<file path="src/rtl/sa_autosa_mcif_rd_wrr_arb.sv">
// Weighted round-robin read-request arbiter for the MCIF read path.
// Optional perf counters: define SA_AUTOSA_MCIF_RD_ARB_PERF_EN.
module sa_autosa_mcif_rd_wrr_arb #(
   parameter int NUM_REQ = 4,
   parameter int PD_W    = 79,
   parameter int ID_W    = 3
) (
   input  logic                    autosa_core_clk,
   input  logic                    autosa_core_rstn,
   input  logic [NUM_REQ-1:0]      req_valid,
   output logic [NUM_REQ-1:0]      req_ready,
   input  logic [NUM_REQ*PD_W-1:0] req_pd,
   input  logic [NUM_REQ*8-1:0]    reg2dp_rd_weight,
   input  logic [7:0]              reg2dp_rd_os_cnt,
   output logic                    arb_valid,
   input  logic                    arb_ready,
   output logic [PD_W-1:0]         arb_pd,
   output logic [ID_W-1:0]         arb_id,
   input  logic                    rsp_done,
   output logic                    dp2reg_idle,
   output logic                    os_underflow,
   output logic [31:0]             perf_grant_cnt,
   output logic [31:0]             perf_stall_cnt
);

   logic [7:0]         credit [NUM_REQ];
   logic [7:0]         eff_w  [NUM_REQ];
   logic [ID_W-1:0]    rr_ptr;
   logic [8:0]         os_cur;
   logic [8:0]         lim;
   logic [NUM_REQ-1:0] elig_raw;
   logic [NUM_REQ-1:0] elig;
   logic               slot_free;
   logic               can_issue;
   logic               any_valid;
   logic               refill;
   logic               found;
   logic               grant;
   logic [ID_W-1:0]    win;
   logic [PD_W-1:0]    win_pd;

   assign slot_free = !arb_valid | arb_ready;
   assign lim       = {1'b0, reg2dp_rd_os_cnt} + 9'd1;
   assign can_issue = slot_free & (os_cur < lim);
   assign any_valid = |req_valid;
   assign refill    = any_valid & ~(|elig_raw);
   assign elig      = refill ? req_valid : elig_raw;
   assign grant     = can_issue & found;

   // Effective weights and credit-based eligibility per client
   always_comb begin
      for (int i = 0; i < NUM_REQ; i++) begin
         eff_w[i] = (reg2dp_rd_weight[i*8 +: 8] == 8'd0) ?
                    8'd1 : reg2dp_rd_weight[i*8 +: 8];
         elig_raw[i] = req_valid[i] & (credit[i] != 8'd0);
      end
   end

   // Pick the first eligible client after rr_ptr, wrapping
   always_comb begin
      int idx;
      found = 1'b0;
      win   = '0;
      for (int k = 1; k <= NUM_REQ; k++) begin
         idx = int'(rr_ptr) + k;
         if (idx >= NUM_REQ) idx = idx - NUM_REQ;
         if (!found && elig[idx]) begin
            found = 1'b1;
            win   = ID_W'(idx);
         end
      end
   end

   // Payload mux and one-hot ready for the winner
   always_comb begin
      win_pd    = '0;
      req_ready = '0;
      for (int i = 0; i < NUM_REQ; i++) begin
         if (ID_W'(i) == win) begin
            win_pd       = req_pd[i*PD_W +: PD_W];
            req_ready[i] = grant;
         end
      end
   end

   // Credit bookkeeping: reload on refill, consume on grant
   always_ff @(posedge autosa_core_clk or negedge autosa_core_rstn) begin
      if (!autosa_core_rstn) begin
         for (int i = 0; i < NUM_REQ; i++) credit[i] <= 8'd0;
      end else if (grant) begin
         for (int i = 0; i < NUM_REQ; i++) begin
            if (refill) begin
               credit[i] <= (ID_W'(i) == win) ?
                            eff_w[i] - 8'd1 : eff_w[i];
            end else if (ID_W'(i) == win) begin
               credit[i] <= credit[i] - 8'd1;
            end
         end
      end
   end

   // Round-robin pointer follows the last winner
   always_ff @(posedge autosa_core_clk or negedge autosa_core_rstn) begin
      if (!autosa_core_rstn) begin
         rr_ptr <= ID_W'(NUM_REQ - 1);
      end else if (grant) begin
         rr_ptr <= win;
      end
   end

   // Single-entry output register with pass-through refill
   always_ff @(posedge autosa_core_clk or negedge autosa_core_rstn) begin
      if (!autosa_core_rstn) begin
         arb_valid <= 1'b0;
         arb_pd    <= '0;
         arb_id    <= '0;
      end else if (slot_free) begin
         arb_valid <= grant;
         if (grant) begin
            arb_pd <= win_pd;
            arb_id <= win;
         end
      end
   end

   // Outstanding-read counter with sticky underflow detection
   always_ff @(posedge autosa_core_clk or negedge autosa_core_rstn) begin
      if (!autosa_core_rstn) begin
         os_cur       <= 9'd0;
         os_underflow <= 1'b0;
      end else begin
         unique case ({grant, rsp_done})
            2'b10: os_cur <= os_cur + 9'd1;
            2'b01: begin
               if (os_cur == 9'd0) os_underflow <= 1'b1;
               else                os_cur       <= os_cur - 9'd1;
            end
            default: ;
         endcase
      end
   end

   // Registered idle indication back to the register block
   always_ff @(posedge autosa_core_clk or negedge autosa_core_rstn) begin
      if (!autosa_core_rstn) begin
         dp2reg_idle <= 1'b1;
      end else begin
         dp2reg_idle <= !arb_valid & (os_cur == 9'd0) & !any_valid;
      end
   end

`ifdef SA_AUTOSA_MCIF_RD_ARB_PERF_EN
   logic [31:0] grant_cnt;
   logic [31:0] stall_cnt;

   // Saturating accept and stall counters
   always_ff @(posedge autosa_core_clk or negedge autosa_core_rstn) begin
      if (!autosa_core_rstn) begin
         grant_cnt <= 32'd0;
         stall_cnt <= 32'd0;
      end else begin
         if (arb_valid && arb_ready && grant_cnt != 32'hFFFF_FFFF)
            grant_cnt <= grant_cnt + 32'd1;
         if (any_valid && !grant && stall_cnt != 32'hFFFF_FFFF)
            stall_cnt <= stall_cnt + 32'd1;
      end
   end

   assign perf_grant_cnt = grant_cnt;
   assign perf_stall_cnt = stall_cnt;
`else
   assign perf_grant_cnt = 32'd0;
   assign perf_stall_cnt = 32'd0;
`endif

endmodule
</file>
<file path="config.mk">
export PLATFORM = sky130hd
export DESIGN_NAME = sa_autosa_mcif_rd_wrr_arb
export DESIGN_NICKNAME = d
export VERILOG_FILES = /design/src/rtl/sa_autosa_mcif_rd_wrr_arb.sv
export SDC_FILE = /design/constraint.sdc
export NUM_CORES = 1
export LEC_CHECK = 0
export BUFFER_PORTS_ARGS = -buffer_cell sky130_fd_sc_hd__buf_2
export CORE_AREA = 2 2 199 201
export CTS_CLUSTER_SIZE = 10
export DETAILED_ROUTE_END_ITERATION = 10
export DIE_AREA = 0 0 201 203
export PLACE_DENSITY = 0.6
export RECOVER_POWER = 100
export SLEW_MARGIN = 20
export SYNTH_ARGS = -nofsm -noshare
export SYNTH_HDL_FRONTEND = slang
export SYNTH_SLANG_ARGS = --single-unit
</file>
<file path="constraint.sdc">
create_clock -name autosa_core_clk -period 4.58 [get_ports autosa_core_clk]
set_input_delay 0.916 -clock autosa_core_clk [delete_from_list [all_inputs] [get_ports autosa_core_clk]]
set_output_delay 0.916 -clock autosa_core_clk [all_outputs]
set_load 0.01 [all_outputs]
</file>
======== Word level (Yosys, flattened, before mapping) ========
Cells that the tools add are included.
W data, S select, Z words.
word-level totals
  input bits .............................. 364
  bits in registers ....................... 129
  output and inout bits ................... 153
  logic and storage cells ................. 139
operators by class
  eq/ne operators ......................... 6
  add/sub/neg operators ................... 19
  bitwise operators ....................... 11
  reductions and logical operators ........ 32
  magnitude comparators ................... 9
  multiplexer cells ....................... 51
operators by type and width
  operator               number
  $mux W79               4
  $lt A32 B4 Y1 const B  4
  $mux W32               4
  $mux W8                16
  $sub A8 B1 Y8 const B  8
  $logic_not A8 Y1       4
  $reduce_bool A8 Y1     4
  $sub A4 B3 Y5 const B  4
  $pmux W9 S2            1
  $ge A4 B3 Y1 const B   4
  $mux W1                16
  $reduce_and A2 Y1      7
  $mux W3                4
  $reduce_bool A2 Y1     5
  $add A8 B1 Y9 const B  1
  $add A9 B1 Y9 const B  1
  $and A1 B1 Y1          9
  $logic_not A9 Y1       1
  $lt A9 B9 Y1           1
  $mux W9                1
  $sub A9 B1 Y9 const B  1
  $add A3 B2 Y4 const B  2
  $bmux W1 S2            4
  $reduce_or A4 Y1       2
  13 further kinds       20

======== Longest topological paths before layout ========
  depth after elaboration ................. 24
  mapped depth ............................ 22
  mapped depth without buffers ............ 21

======== Worst setup path before layout ========
OpenSTA, ideal clock, no wires.
  path kind ............................... register to register
  start ................................... reg credit[0] (netlist name)
  end ..................................... reg os_cur[8]
  buffers on the path ..................... 1
  setup slack ............................. -0.365 ns
  clock period less this slack ............ 4.945 ns
  setup time .............................. 0.079 ns
  arrival ................................. 4.865 ns
  stages on the path, launching flop included .. 22
  cell sequence ........................... dfrtp_1 inv_1 ha_1 or3b_2 o21ai_0 a41oi_1 mux4_2 inv_1 o211ai_1 buf_2 and2_1 fa_1 a21o_1 a21oi_1 nor2b_1 o21a_1 o21ai_0 nand2b_1 a21oi_1 nand3_1 o31ai_1 xor2_1
between the ends
  longest elaborated chain between the ends .. 23
  elaborated cells on any way between the ends .. 35
  those cells by class .................... 3 x eq/ne; 18 x mux; 4 x bitwise; 10 x reduce/logical
RTL lines
  element                                                              RTL line  RTL
  from (decl)                                                          26        logic [7:0] credit [NUM_REQ];
  from (signal, indexed assignment)                                    93        credit[i] <= (ID_W'(i) == win) ?
  from (signal, indexed assignment)                                    96        credit[i] <= credit[i] - 8'd1;
  $reduce_bool A8 Y1 (*)                                               55        elig_raw[i] = req_valid[i] & (credit[i] != 8'd0);
  $and A1 B1 Y1 (*)                                                    55
  $reduce_or A4 Y1                                                     46        assign refill = any_valid & ~(|elig_raw);
  $not A1 Y1                                                           46
  $and A1 B1 Y1                                                        46
  $mux W4 (*)                                                          47        assign elig = refill ? req_valid : elig_raw;
  $bmux W1 S2                                                          67        if (!found && elig[idx]) begin
  $mux W1 (not written as such) (2 in a row)                           67
  [6 not listed]                                                       n/a
  $mux W1                                                              67
  $logic_not A1 Y1                                                     67
  $logic_and A1 B1 Y1                                                  67
  $mux W1 (*)                                                          67
  $and A1 B1 Y1 (*)                                                    48        assign grant = can_issue & found;
  $eq A2 B1 Y1 / $eq A2 B2 Y1 (equally long branches)                  132       unique case ({grant, rsp_done})
  $ne A2 B2 Y1 (no line) / $reduce_bool A2 Y1 (equally long branches)  n/a
  $reduce_and A2 Y1 (no line)                                          n/a
  to (signal assigned)                                                 133       2'b10: os_cur <= os_cur + 9'd1;
  to (signal assigned)                                                 136       else os_cur <= os_cur - 9'd1;
  to (decl)                                                            29        logic [8:0] os_cur;
Mark *: on every way between the ends. The rest lies on a longest branch, timed or not. The select of a mux whose other input is x is not followed.
A chain may end at the register's enable or synchronous reset.

======== Final worst setup path ========
  start ................................... reg credit[26] (netlist name)
  end ..................................... out req_ready[1]
between the ends
  longest elaborated chain between the ends .. 21
  elaborated cells on any way between the ends .. 35
  those cells by class .................... 1 x eq/ne; 22 x mux; 4 x bitwise; 8 x reduce/logical
RTL lines
  element                                               RTL line  RTL
  $reduce_bool A8 Y1 (*)                                55
  $and A1 B1 Y1 (*)                                     55
  $reduce_or A4 Y1                                      46
  $not A1 Y1                                            46
  $and A1 B1 Y1                                         46
  $mux W4 (*)                                           47
  $bmux W1 S2                                           67
  $mux W1 (not written as such) (2 in a row)            67
  [4 not listed]                                        n/a
  $logic_not A1 Y1                                      67
  $logic_and A1 B1 Y1                                   67
  $mux W1                                               67
  $logic_not A1 Y1                                      67
  $logic_and A1 B1 Y1                                   67
  $mux W3 / $mux W1 (equally long branches)             67
  $eq A1 B3 Y1 / $and A1 B1 Y1 (equally long branches)  79, 48
  $mux W1 (*)                                           79        if (ID_W'(i) == win) begin
  to (decl)                                             11        output logic [NUM_REQ-1:0] req_ready,
Marks and branches as above.

==> metrics.yaml <==
run_status:
  status: "finished, violations left"
  violations: "capacitance limit, slew limit, setup timing"
clock_tree:
  cts.sinks: 129
  clock_path_buffers: 2
  clockRootBuffer: "clkbuf_16"
  cts_tree: "yes"
  clk_pin_slew_worst_paths_ns: 0.06
  cts_buffers: 17
  worstSkewPairLatency_ns: 0.44
  htree_num_levels: 4
synth:
  synth_top_family_by_area: "compound AO/OA/AOI/OAI gates"
  syn-cell-area_mm2: 0.009897
  synthAdderAreaFrac_pct: 3.489
  synth.avg_cell_area_um2: 8.317
  synthArstFlopShare_pct: 100.0
  syn_inst: 1190
  ys.flop_type: "dfrtp_1"
  ys_types: 84
  netlist.area_leader.share_pct: 31.86
  ys_seq_area_share_pct: 32.65
  synth.area.mux_share_pct: 1.492
  synth_edf_count: 0
  synth_area_leaders: "dfrtp_1, a221oi_1, o211ai_1"
  ys.warnings.count: 0
  synth_seq_cells: 129
  post_synth_xor_area_fraction_pct: 2.035
  synthSimpleGateAreaFrac_pct: 19.17
  synth_area_leader_cell: "dfrtp_1"
  synth-compound-area-share_pct: 30.48
drt:
  firstDrtPassIters: 6
  routedWlPerCell_um: 22.00
  drt_iter0_drc: 989
  postRouteAntennaNets: 0
  drt-total-wl_um: 48860
  vias: 12020
  viasPerCell: 5.414
  drc: 0
place:
  placed_area_mm2: 0.01277
  place_congestion: 0.9101
  hpwl_um: 36880
  port_buffers: 452
  place_ws_ns: -0.2517
worst_setup_path:
  end_kind: "primary output"
  reg2reg_to: "credit[30]$_DFFE_PN0P_"
  cp_slowest_cell: "or4_4"
  r2r-start: "credit[26]$_DFFE_PN0P_"
  cp.arrival_ns: 3.80
  cp_cell_sequence: "or4_4, o31a_1, o41a_1, buf_4, mux4_2, a31oi_4, a311oi_4, a21oi_4, nand2_2, nor2_4, buf_6"
  worst-r2r-setup-slack_ns: -0.07
  r2r_cells: 18
  required_ns: 3.66
  crit_path_max_incr_delay_ns: 0.57
  critPathLaunchType: "flop"
  crit_type: "flop to primary output"
  critPathMaxFanout: 4
floorplan:
  fp-row-count: 72
  die_area_mm2: 0.04080
  start_util_pct: 25.73
  chipWidth_um: 201
  die_h_um: 203
  top_level_ports: 517
  core-area_mm2: 0.03847
timing:
  relSlewSlack_pct: -134.9
  layout_setup_ws_ns: -0.1387
  final_max_slew_viol_count: 57
  setup_viol: 5
  worst_pin_slew_ns: 3.524
  finalCritPeriodShare_pct: 103.0
  fin_crit_ns: 4.719
  hold_viol_final: 0
  max_freq_mhz: 211.9
  finalClockSkew_ns: 0.01242
  hold_ws_ns: 0.4575
  rsz0062_at_grt: "true"
power_and_ir_drop:
  internal_power_mw: 5.393
  switching_power_mw: 5.510
  pwr_density_cell_mw_per_mm2: 786.6
  clockPowerShare_pct: 12.4
  pwr-share-seq_pct: 19.6
  swShare_pct: 50.54
  power.leakage_nw: 6.011
  ir_drop_uv: 595.2
  pwr-share-comb_pct: 68.0
worst_hold_path:
  whs_path_depth: 1
  worstHoldStart: "arb_valid$_DFFE_PN0P_"
  hp-class: "flop to flop"
  hold_end: "dp2reg_idle$_DFF_PN1_"
global_route:
  grtUsageTotal_pct: 22.63
  grt_pass1_wl_um: 70650
  grt-ovfl-total: 0
  grt_max_degree: 93
  antenna_found_initial: 18
  first_global_vias: 11400
layout:
  fillers: 4129
  multi_input_area_mm2: 0.006117
  final_common_cell: "buf_2"
  drive_gt1_share_pct: 34.38
  area_growth_pct: 40.04
  final_cell_mix: "buf_2, dfrtp_1, nand2_1, buf_4, nand3_1"
  utilization_pct: 36.03
  final-seq-area_mm2: 0.003232
  final_nets: 2074
  fin_area_mm2: 0.01386
flow_run:
  drv_cap: 1
[final cells by class]
type	count	area share [%]
Clock inverter	5	0.3972
Clock buffer	27	3.629
Tap cell	518	4.676
Timing Repair Buffer	566	22.72
Sequential cell	129	23.32
Antenna cell	7	0.1264
Multi-Input combinational cell	933	44.14
Inverter	36	0.9931
[metal layers]
layer | vias to the layer above | share of wire, % | GRT usage (%)
li1 | 5426 | - | -
met1 | 5905 | 40 | 29.03
met2 | 615 | 50 | 38.88
met3 | 70 | 7.5 | 4.238
met4 | 8 | 2.1 | 6.164
met5 | - | 0.098 | 0
[state kept, by name, summed over array words and instances (netlist names)]
| register | count |
|---|---|
| arb_pd | 79 |
| credit | 32 |
| os_cur | 9 |
| arb_id | 3 |
| rr_ptr | 3 |
| arb_valid | 1 |
| dp2reg_idle | 1 |
| os_underflow | 1 |
[cells by family after synthesis]
| family | Yosys count |
|---|---|
| other | 1 |
| multiplexers | 13 |
| flip-flops | 129 |
| adder cells (fa/ha/maj) | 27 |
| buffers and inverters | 192 |
| AND/OR/NAND/NOR | 393 |
| XOR/XNOR | 23 |
| AO/OA/AOI/OAI | 412 |
[how the worst max path moves through the flow]
stage                           start                    end  cells after the start
3_5_place_dp    credit[8]$_DFFE_PN0P_  arb_pd[8]$_DFFE_PN0P_                     14
2_1_floorplan  credit[26]$_DFFE_PN0P_  os_cur[8]$_DFFE_PN0P_                     19
6_report       credit[26]$_DFFE_PN0P_           req_ready[1]                     11
5_1_grt        credit[17]$_DFFE_PN0P_           req_ready[1]                     13
4_1_cts        credit[17]$_DFFE_PN0P_           req_ready[0]                     13
3_3_place_gp    credit[8]$_DFFE_PN0P_  arb_pd[8]$_DFFE_PN0P_                     14
[power by group through the flow]
stage          Clock (mW)  Sequential [mW]  Combinational (mW)
2_1_floorplan           0             2.16                4.30
3_3_place_gp            0             2.11                6.76
3_5_place_dp            0             2.11                6.85
4_1_cts              1.40             2.10                7.12
5_1_grt              1.44             2.20                8.05
6_report             1.35             2.14                7.41
[through the flow]
stage,instances,power [mW],setup TNS [ns]
floorplan,1253,6.464,0
global placement,2132,8.873,-0.1957
detailed placement,2132,8.957,-0.3894
CTS,2194,10.62,-0.1602
global route,2218,11.70,-1.879
finish,2221,10.90,-0.4831
[what timing repair did]
action	4_1_cts	5_1_grt
setup buffers	30	19
cloned	0	1
hold buffers	0	0
pin swaps	14	31
resized for setup	31	23
endpoints found under the setup margin	7	65
endpoints found under the hold margin	0	0
[cells in the mapped netlist, types with 5 or more instances]
master and count:
a21o_1 8, a21oi_1 31, a221oi_1 83, a2bb2oi_1 5
a31oi_1 13, and2_1 8, and3_1 5, buf_2 26
buf_4 66, buf_6 7, clkbuf_1 55, dfrtp_1 126
ha_1 26, inv_1 35, mux2i_1 8, nand2_1 122
nand3_1 103, nand4_1 14, nor2_1 58, nor3_1 24
nor4_1 9, o211ai_1 89, o21a_1 8, o21ai_0 92
o22ai_1 5, o311ai_0 5, o31ai_1 6, or2_2 5
or3_1 12, or4_1 7, xnor2_1 10, xor2_1 13
[critical path: cells and delay by family, from the launching register on]
kind	cells	cell delay (ns)
AOI/OAI and AO/OA	5	1.32
buffers and inverters	2	0.28
DFF	1	0.39
muxes	1	0.53
and+or+nand+nor	3	0.84
Note: power is estimated with default switching activity, not from simulation.
